File: config.mk
export PLATFORM = sky130hd
export DESIGN_NAME = gsim_job_arbiter
export DESIGN_NICKNAME = d
export VERILOG_FILES = /design/src/rtl/gsim_pkg.sv /design/src/rtl/gsim_job_arbiter_rr_arbiter.sv /design/src/rtl/gsim_job_arbiter.sv
export SDC_FILE = /design/constraint.sdc
export NUM_CORES = 1
export LEC_CHECK = 0
export CAP_MARGIN = 20
export CORE_UTILIZATION = 40
export DETAILED_ROUTE_END_ITERATION = 10
export HOLD_SLACK_MARGIN = 0.08
export PLACE_DENSITY = 0.73
export SYNTH_ARGS = -nofsm -noshare
export SYNTH_HDL_FRONTEND = slang
export SYNTH_SLANG_ARGS = --single-unit
File: constraint.sdc
create_clock -name clk -period 5.66 [get_ports clk]
set_input_delay 0.849 -clock clk [delete_from_list [all_inputs] [get_ports clk]]
set_output_delay 0.849 -clock clk [all_outputs]
set_load 0.01 [all_outputs]
File: src/rtl/gsim_pkg.sv
// Shared types and constants for the Gauss-Seidel job arbiter.
// Describes the solver core's fixed geometry and timing.
package gsim_pkg;

    typedef enum logic [1:0] {
        IDLE,
        LOAD,
        WAIT,
        DRAIN
    } gsim_state_t;

    localparam int GSIM_VEC_LEN     = 16;
    localparam int GSIM_B_W         = 16;
    localparam int GSIM_X_W         = 32;
    localparam int GSIM_CALC_CYCLES = 1232;

endpackage

File: src/rtl/gsim_job_arbiter_rr_arbiter.sv
// Combinational round-robin pick: first set request bit at or above
// ptr, wrapping around, for N_REQ requesters.
module rr_arbiter #(
    parameter int N_REQ = 4,
    parameter int ID_W  = $clog2(N_REQ)
) (
    input  logic [N_REQ-1:0] req,
    input  logic [ID_W-1:0]  ptr,
    output logic [ID_W-1:0]  grant,
    output logic             any_req
);

    int s;

    // Scan from the farthest slot back to ptr so the nearest hit wins.
    always_comb begin
        grant = '0;
        s     = 0;
        for (int k = N_REQ - 1; k >= 0; k--) begin
            s = int'(ptr) + k;
            if (s >= N_REQ) s = s - N_REQ;
            if (req[s]) grant = ID_W'(s);
        end
    end

    assign any_req = |req;

endmodule

File: src/rtl/gsim_job_arbiter.sv
// Shares one Gauss-Seidel solver core among N_REQ requesters: job-level
// round-robin, streams 16 b words in, forwards 16 tagged x words out.
module gsim_job_arbiter
    import gsim_pkg::*;
#(
    parameter int N_REQ    = 4,
    parameter int VEC_LEN  = GSIM_VEC_LEN,
    parameter int B_W      = GSIM_B_W,
    parameter int X_W      = GSIM_X_W,
    parameter int WAIT_MAX = 2047,
    parameter int ID_W     = $clog2(N_REQ)
) (
    input  logic               clk,
    input  logic               reset,
    input  logic [N_REQ-1:0]   req_valid,
    input  logic [N_REQ*B_W-1:0] req_data,
    output logic [N_REQ-1:0]   req_ready,
    output logic               core_in_en,
    output logic [B_W-1:0]     core_b_in,
    input  logic               core_out_valid,
    input  logic [X_W-1:0]     core_x_out,
    output logic               rsp_valid,
    output logic [ID_W-1:0]    rsp_id,
    output logic [3:0]         rsp_idx,
    output logic [X_W-1:0]     rsp_data,
    output logic               rsp_last,
    output logic               busy,
    output logic [ID_W-1:0]    owner,
    output logic [15:0]        jobs_done,
    output logic               err_timeout,
    output logic               err_unexpected
);

    localparam int WD_W = $clog2(WAIT_MAX + 1);
    localparam logic [3:0]      LAST_IDX = 4'(VEC_LEN - 1);
    localparam logic [ID_W-1:0] LAST_REQ = ID_W'(N_REQ - 1);
    localparam logic [WD_W-1:0] WD_MAX   = WD_W'(WAIT_MAX);
    localparam logic [WD_W-1:0] WD_PRE   = WD_W'(WAIT_MAX - 1);

    gsim_state_t     state, state_next;
    logic [ID_W-1:0] rr_ptr;
    logic [ID_W-1:0] grant;
    logic            any_req;
    logic [3:0]      wcnt;
    logic [3:0]      beat;
    logic [WD_W-1:0] wdog;
    logic [B_W-1:0]  owner_data;
    logic            xfer;

    rr_arbiter #(
        .N_REQ (N_REQ),
        .ID_W  (ID_W)
    ) u_rr (
        .req     (req_valid),
        .ptr     (rr_ptr),
        .grant   (grant),
        .any_req (any_req)
    );

    assign owner_data = req_data[int'(owner)*B_W +: B_W];
    assign xfer       = (state == LOAD) && req_valid[owner];
    assign busy       = (state != IDLE);

    // State register.
    always_ff @(posedge clk or posedge reset) begin
        if (reset) state <= IDLE;
        else       state <= state_next;
    end

    // Next state and the owner-only ready decode.
    always_comb begin
        state_next = state;
        req_ready  = '0;
        unique case (state)
            IDLE:  if (any_req) state_next = LOAD;
            LOAD: begin
                req_ready[owner] = 1'b1;
                if (xfer && wcnt == LAST_IDX) state_next = WAIT;
            end
            WAIT:  if (core_out_valid) state_next = DRAIN;
            DRAIN: if (core_out_valid && beat == LAST_IDX) state_next = IDLE;
            default: state_next = IDLE;
        endcase
    end

    // Grant, load, watchdog, drain and status registers.
    always_ff @(posedge clk or posedge reset) begin
        if (reset) begin
            rr_ptr         <= '0;
            owner          <= '0;
            wcnt           <= '0;
            beat           <= '0;
            wdog           <= '0;
            core_in_en     <= 1'b0;
            core_b_in      <= '0;
            rsp_valid      <= 1'b0;
            rsp_id         <= '0;
            rsp_idx        <= '0;
            rsp_data       <= '0;
            rsp_last       <= 1'b0;
            jobs_done      <= '0;
            err_timeout    <= 1'b0;
            err_unexpected <= 1'b0;
        end else begin
            core_in_en <= 1'b0;
            rsp_valid  <= 1'b0;
            rsp_last   <= 1'b0;
            unique case (state)
                IDLE: begin
                    if (core_out_valid) err_unexpected <= 1'b1;
                    if (any_req) begin
                        owner  <= grant;
                        rr_ptr <= (grant == LAST_REQ) ? '0 : grant + 1'b1;
                        wcnt   <= '0;
                        beat   <= '0;
                    end
                end
                LOAD: begin
                    if (core_out_valid) err_unexpected <= 1'b1;
                    if (xfer) begin
                        core_in_en <= 1'b1;
                        core_b_in  <= owner_data;
                        wcnt       <= wcnt + 4'd1;
                        if (wcnt == LAST_IDX) wdog <= '0;
                    end
                end
                WAIT: begin
                    if (core_out_valid) begin
                        rsp_valid <= 1'b1;
                        rsp_data  <= core_x_out;
                        rsp_idx   <= beat;
                        rsp_id    <= owner;
                        beat      <= beat + 4'd1;
                    end else begin
                        if (wdog != WD_MAX) wdog <= wdog + 1'b1;
                        if (wdog == WD_PRE) err_timeout <= 1'b1;
                    end
                end
                DRAIN: begin
                    if (core_out_valid) begin
                        rsp_valid <= 1'b1;
                        rsp_data  <= core_x_out;
                        rsp_idx   <= beat;
                        rsp_id    <= owner;
                        rsp_last  <= (beat == LAST_IDX);
                        beat      <= beat + 4'd1;
                        if (beat == LAST_IDX && jobs_done != 16'hFFFF)
                            jobs_done <= jobs_done + 16'd1;
                    end else begin
                        err_unexpected <= 1'b1;
                    end
                end
                default: ;
            endcase
        end
    end

endmodule

==> metrics.md, run 1 <==
| Metric | Value |
|---|---|
| Share of cells above drive strength 1 | 17.7% |
| Total Wirelength | 12000 µm |
| P_leak | 3.09 nW |
| Gp weighted congestion | 0.892 |
| Post-place setup slack | 2.50 ns |
| CTS Buf Count | 9 |
| DR iter-0 viols | 384 |
| Crit path kind | register to output port |
| Relative slew slack | 39.2% |
| Critical Path Start Type | register |
| Ys Warns | 0 |
| Unique masters post-synth | 52 |
| Clk buf depth | 2 |
| Register area | 0.00250 mm² |
| Sequential-to-total area share from yosys stat | 50.5% |
| DR pass1 iterations | 5 |
| CP Max Fanout | 8 |
| EDFF count, synth | 0 |
| Max-slew violations | 0 |
| Slew @ Worst Pin | 0.911 ns |
| Clock Sinks | 100 |
| Max incr delay on CP | 0.59 ns |
| CP cell instances | inv_1, ha_1, inv_1, nor3b_1, clkdlybuf4s50_1 |
| H-tree depth | 3 |
| Critical Path RT | 4.81 ns |
| Total track usage | 19.5% |
| Mean Syn Cell Area | 12.6 µm² |
| Post-Route Setup TNS | 0 ns |
| Post-route ant nets | 0 |
| Root Driver | clkbuf_16 |
| CP Capture Type | output port |
| Die height | 113 µm |
| Rows | 40 |
| Fin nets | 683 |
| # hold bufs at CTS | 0 |
| Largest area contributor in the netlist | dfrtp_1 |
| Final Hold Fails | 0 |
| Register bit total from synthesis | 100 |
| Fin crit period | 3.06 ns |
| Synth-to-Final Area Change | 46.4% |
| Top cell type's share of synthesized area | 50.5% |
| Power Dens Cells | 454 mW/mm² |
| Synthesized cell area | 0.00495 mm² |
| Hold Path Class | register to register |
| I/O pin count | 185 |
| Max cap viols | 0 |
| Fin cells | 743 |
| CTS tree | yes |
| Multi-input logic area | 0.00231 mm² |
| Post-Syn Instances | 392 |
| Syn nets | 505 |
| Port Buffers | 184 |
| Placed cell area | 0.00695 mm² |
| WP data arrival | 2.21 ns |
| Dpl cells | 727 |
| Post-DP HPWL | 8940 µm |
| PostCTS Resize Cnt | 0 |
| Delay-heaviest family, CP | buffers and inverters |
| Max rail drop VDD | 0.000260 V |
| Via count | 3896 |
| DR WL/cell | 16.1 µm |
| Layout Skew | 0.00659 ns |
| Crit path buf inv count | 3 |
| Initial Util | 41.1% |
| Initial antenna violation count | 0 |
| Final setup fails | 0 |
| CTS clk-pin slew, worst paths | 0.07 ns |
| Hold slack final | 0.478 ns |
| Inserted Diodes | 0 |
| Worst path most repeated cell | inv_1 |
| Slowest CP cell | clkdlybuf4s50_1 |
| Die Area | 0.0128 mm² |
| Total core area | 0.0121 mm² |
| Fill cells | 980 |
| Avg Vias per Cell | 5.24 |
| Total grt overflow | 0 |
| First-pass GRT wire length | 19600 µm |
| Core Util, Final | 60.1% |
| Largest net degree at the start of global routing | 73 |
| Post-CTS Setup Bufs | 0 |
| Clock Latency Late Sink | 0.34 ns |
| Fmax achieved | 327 MHz |
| Setup repair after global routing missed its margin | no |
| Vias in the first global route | 4019 |
| Final Cycle Share | 54.1% |
| Status | finished clean |
| Total power | 3.29 mW |
| Prevailing post-synth register cell | dfrtp_1 |
| PnR worst setup slack | 2.60 ns |
| Die X-Extent | 113 µm |
| Post-synth ARST share | 100% |
| Synth top area cells | dfrtp_1 (51%), mux2_2 (14%), mux4_2 (7.7%) |
| Post-route cell area | 0.00725 mm² |
| DRC violations left | 0 |
layer usage:
metal | up-vias | share of wire [%] | GRT usage (%)
met4 | 0 | 1.5 | 5.96
met2 | 158 | 50 | 33.4
met5 | - | 0 | 0
li1 | 1816 | - | -
met3 | 16 | 7.5 | 6.05
met1 | 1906 | 40 | 23.5
cells by family after synthesis:
family                   Yosys count  synth area share [%]
AO/OA/AOI/OAI                     52                  8.24
XOR/XNOR                          14                  2.48
multiplexers                      81                  22.2
adder cells (fa/ha/maj)           10                  2.53
flip-flops                       100                  50.5
buffers and inverters             36                  3.11
AND/OR/NAND/NOR                   99                  10.9
cells in the mapped netlist, types with 2 or more instances:
cell type,count
a211o_1,5
a211oi_1,5
a21o_1,2
a21oi_1,12
a221o_1,2
a22o_1,2
a31oi_1,4
and2_1,2
and3_1,7
and4_1,5
buf_1,2
buf_2,2
buf_6,2
clkbuf_1,13
dfrtp_1,100
ha_1,10
inv_1,15
mux2_2,61
mux2i_1,2
mux4_2,17
nand2_1,22
nand2b_1,5
nand3_1,15
nand4_1,4
nor2_1,11
nor2b_1,4
nor3_1,9
nor3b_1,2
nor4_1,9
o21ai_0,4
o21bai_1,2
o31ai_1,2
or3_1,2
xnor2_1,3
xor2_1,11
state kept, by name, summed over array words and instances (netlist names), 2 cells and up:
| name | count |
|---|---|
| beat | 4 |
| core_b_in | 16 |
| jobs_done | 16 |
| owner | 2 |
| rr_ptr | 2 |
| rsp_data | 32 |
| rsp_id | 2 |
| rsp_idx | 4 |
| state | 2 |
| wcnt | 4 |
| wdog | 11 |
placed cells by master (no fill, tap or decap), types with 3 or more instances in the layout:
cell type / count
a31oi_1: 4
mux4_2: 17
and4_1: 5
xnor2_1: 3
nor2b_1: 4
nand4_1: 4
o21ai_0: 4
nor3_1: 9
buf_4: 3
a211oi_1: 5
clkdlybuf4s50_1: 184
ha_1: 10
dfrtp_1: 100
inv_1: 14
clkbuf_16: 9
nand2b_1: 5
nand3_1: 15
nor4_1: 9
and3_1: 7
nand2_1: 22
a21oi_1: 12
xor2_1: 11
mux2_2: 61
a211o_1: 5
nor2_1: 11
where the power goes:
group          leakage, nW  internal (mW)  switching, mW
clock                0.142          0.367          0.256
combinational         1.70          0.898          0.606
sequential            1.25          0.972          0.194
total                 3.09           2.24           1.06
path summary, 6_finish.rpt:
| kind | from | depth (start not counted) | slack, ns | to |
|---|---|---|---|---|
| setup / recovery | state[1] | 5 | 2.60 | req_ready[2] |
| hold / removal | err_timeout | 1 | 0.48 | err_timeout |
| setup reg to reg | owner[1] | 4 | 2.82 | wdog[1] |
| hold reg to reg | err_timeout | 1 | 0.48 | err_timeout |
| max in group asynchronous | reset | 3 | 3.59 | jobs_done[7] |
| min in group asynchronous | reset | 2 | 0.84 | rsp_valid |
cell type report:
cell class                 instances  share of cell area (%)
timing repair buffer             187                    25.7
tap                              168                    2.90
sequential                       100                    34.5
multi-input combinational        256                    31.8
clock buffer                      13                    3.59
inverter                          16                   0.863
clock inverter                     3                   0.621
No activity file was read; power rests on OpenSTA's default activity.
==> inputs of run 2 (changes only) <==
--- a/config.mk
+++ b/config.mk
@@ -9,7 +9,7 @@
 export CORE_UTILIZATION = 40
 export DETAILED_ROUTE_END_ITERATION = 10
 export HOLD_SLACK_MARGIN = 0.08
-export PLACE_DENSITY = 0.73
+export PLACE_DENSITY = 0.76
 export SYNTH_ARGS = -nofsm -noshare
 export SYNTH_HDL_FRONTEND = slang
 export SYNTH_SLANG_ARGS = --single-unit
==> constraint.sdc (replaced) <==
create_clock -name clk -period 2.8 [get_ports clk]
set_input_delay 0.42 -clock clk [delete_from_list [all_inputs] [get_ports clk]]
set_output_delay 0.42 -clock clk [all_outputs]
set_load 0.01 [all_outputs]
==> run 2 against run 1 <==
  * Non-clock buffer count rose by 11
  * Worst hold slack improved by 0.0058 ns
  * Clock skew fell by 0.0018 ns
  * Global-route usage rose by 0.64 points
  * Worst setup slack got worse by 2.1 ns
  * Sequential power rose by 96%
  * Combinational power rose by 120%
  * Count of clock-buffer cells in the layout did not move
  * Utilization rose by 0.57 points
  * Cell area rose by 0.95%
  * Largest power group unchanged
==> metrics.md, run 2 (synthesis results as in run 1) <==
| Metric | Value |
|---|---|
| Crit path buf inv count | 3 (unchanged) |
| Port Buffers | 184 (unchanged) |
| Die Area | 0.0128 mm² (unchanged) |
| Rows | 40 (unchanged) |
| Stages on the worst setup path | 5 (unchanged) |
| CTS tree | yes (unchanged) |
| Synth-to-Final Area Change | 47.8% (was 46.4%) |
| Max cap viols | 0 (unchanged) |
| DRC violations left | 0 (unchanged) |
| Post-Route Setup TNS | 0 ns (unchanged) |
| Hold path cells | 1 (unchanged) |
| Fin crit period | 2.34 ns |
| Post-DP HPWL | 9390 µm (was 8940 µm) |
| Final Hold Fails | 0 (unchanged) |
| I/O pin count | 185 (unchanged) |
| DR WL/cell | 16.4 µm (was 16.1 µm) |
| Slowest CP cell | clkdlybuf4s50_1 (unchanged) |
| Core Util, Final | 60.7% (was 60.1%) |
| Dpl cells | 738 (was 727) |
| Initial Util | 41.1% (unchanged) |
| CTS clk-pin slew, worst paths | 0.06 ns (was 0.07 ns) |
| Gp weighted congestion | 0.763 (was 0.892) |
| Clock Sinks | 100 (unchanged) |
| Most frequent cells in the layout | clkdlybuf4s50_1 (184), dfrtp_1 (100), mux2_2 (61) (unchanged) |
| Die X-Extent | 113 µm (unchanged) |
| Fmax achieved | 428 MHz |
| Delay-heaviest family, CP | buffers and inverters (unchanged) |
| Fin nets | 694 (was 683) |
| Critical Path RT | 2.38 ns (was 4.81 ns) |
| DR pass1 iterations | 4 (was 5) |
| Critical Path Start Type | register (unchanged) |
| Inserted Diodes | 0 (unchanged) |
| Root Driver | clkbuf_16 (unchanged) |
| Die height | 113 µm (unchanged) |
| P_leak | 3.13 nW (was 3.09 nW) |
| Hold Path Class | register to register (unchanged) |
| Initial antenna violation count | 0 (unchanged) |
| Relative slew slack | 50.8% (was 39.2%) |
| Total grt overflow | 0 (unchanged) |
| # hold bufs at CTS | 0 (unchanged) |
| Most common cell after layout, fill and taps aside | clkdlybuf4s50_1 (unchanged) |
| CP Capture Type | output port (unchanged) |
| CTS Buf Count | 9 (unchanged) |
| Power Dens Cells | 908 mW/mm² (was 454 mW/mm²) |
| Setup repair after global routing missed its margin | no (unchanged) |
| Max rail drop VDD | 0.000578 V (was 0.000260 V) |
| DR iter-0 viols | 279 (was 384) |
| Status | finished clean (unchanged) |
| CP cell instances | inv_1, ha_1, inv_1, nor3b_1, clkdlybuf4s50_1 (unchanged) |
| Largest registers | rsp_data (32), core_b_in (16), jobs_done (16) (unchanged) |
| First-pass GRT wire length | 19900 µm (was 19600 µm) |
| Share of cells above drive strength 1 | 18.8% (was 17.7%) |
| Final setup fails | 0 (unchanged) |
| Crit path kind | register to output port (unchanged) |
| Clock Latency Late Sink | 0.35 ns (was 0.34 ns) |
| Worst path most repeated cell | inv_1 (unchanged) |
| CP Max Fanout | 5 (was 8) |
| Post-route ant nets | 0 (unchanged) |
| Via count | 3924 (was 3896) |
| Clk buf depth | 2 (unchanged) |
| Final Cycle Share | 83.4% |
| Max incr delay on CP | 0.58 ns (was 0.59 ns) |
| Largest Register | rsp_data (unchanged) |
| Layout Skew | 0.00483 ns (was 0.00659 ns) |
| WP data arrival | 1.92 ns (was 2.21 ns) |
| Vias in the first global route | 4049 (was 4019) |
| Max-slew violations | 0 (unchanged) |
| Largest net degree at the start of global routing | 36 (was 73) |
| Fin cells | 753 (was 743) |
| Post-CTS Setup Bufs | 0 (unchanged) |
| H-tree depth | 3 (unchanged) |
| Slew @ Worst Pin | 0.736 ns (was 0.911 ns) |
| R2r worst-path depth | 6 (was 4) |
| Avg Vias per Cell | 5.21 (was 5.24) |
| Max reg flops | 32 (unchanged) |
| Total track usage | 20.1% (was 19.5%) |
| PostCTS Resize Cnt | 0 (unchanged) |
| Total core area | 0.0121 mm² (unchanged) |
| Fill cells | 968 (was 980) |
| Total Wirelength | 12400 µm (was 12000 µm) |
[run 2: cell types whose count changed in the layout (fill, tap and decap cells not counted)]
| cell | change |
|---|---|
| buf_4 | +8 |
| clkbuf_1 | +2 |
| inv_4 | -1 |
| buf_12 | +3 |
| clkinv_2 | +1 |
| clkbuf_8 | -2 |
| bufinv_16 | -1 |
[run 2: layout make-up]
| type | instances | area (µm²) | area share [%] |
|---|---|---|---|
| clock buffers | 13 | 240 | 3.28 |
| clock inverters | 2 | 12.5 | 0.171 |
| inverters | 16 | 63.8 | 0.872 |
| multi-input cells | 256 | 2310 | 31.5 |
| flip-flops and latches | 100 | 2500 | 34.2 |
| well taps | 168 | 210 | 2.87 |
| repair buffers | 198 | 1980 | 27.1 |
[run 2: routing by layer]
layer | GRT usage, % | wire (µm)
met2 | 35.9 | 6520
met1 | 23.2 | 4860
met3 | 6.11 | 826
met4 | 6.14 | 155
met5 | 0 | 0
[run 2: worst register-to-register path, stage by stage, from the launching register on]
cell and delay, ns:
dfrtp_1 0.41, inv_1 0.12, ha_1 0.33, nand2b_1 0.12
a31oi_1 0.50, o21bai_1 0.21, a211o_1 0.34
[run 2: through the flow]
| stage | instance area (µm²) | worst slack [ns] | hold slack, ns | power [mW] |
|---|---|---|---|---|
| 4_1_cts | 7320 | 0.451 | 0.490 | 6.74 |
| 2_1_floorplan | 4960 | 0.819 | 0.462 | 4.06 |
| 3_3_place_gp | 7070 | 0.385 | 0.467 | 5.48 |
| 6_report | 7320 | 0.463 | 0.483 | 6.65 |
| 5_1_grt | 7320 | 0.359 | 0.515 | 7.05 |
| 3_5_place_dp | 7070 | 0.313 | 0.470 | 5.59 |
[run 2: worst paths after layout]
path	startpoint	end	slack, ns
worst max-delay path	state[1]	req_ready[2]	0.46
worst min-delay path	err_unexpected	err_unexpected	0.48
worst max register to register	state[0]	wdog[7]	0.65
worst min register to register	err_unexpected	err_unexpected	0.48
max in group asynchronous	reset	jobs_done[2]	1.64
min in group asynchronous	reset	rsp_data[15]	0.55
[run 2: where the power goes]
group	internal [mW]	switching, mW
clock	0.598	0.513
sequential	1.97	0.319
combinational	1.90	1.35
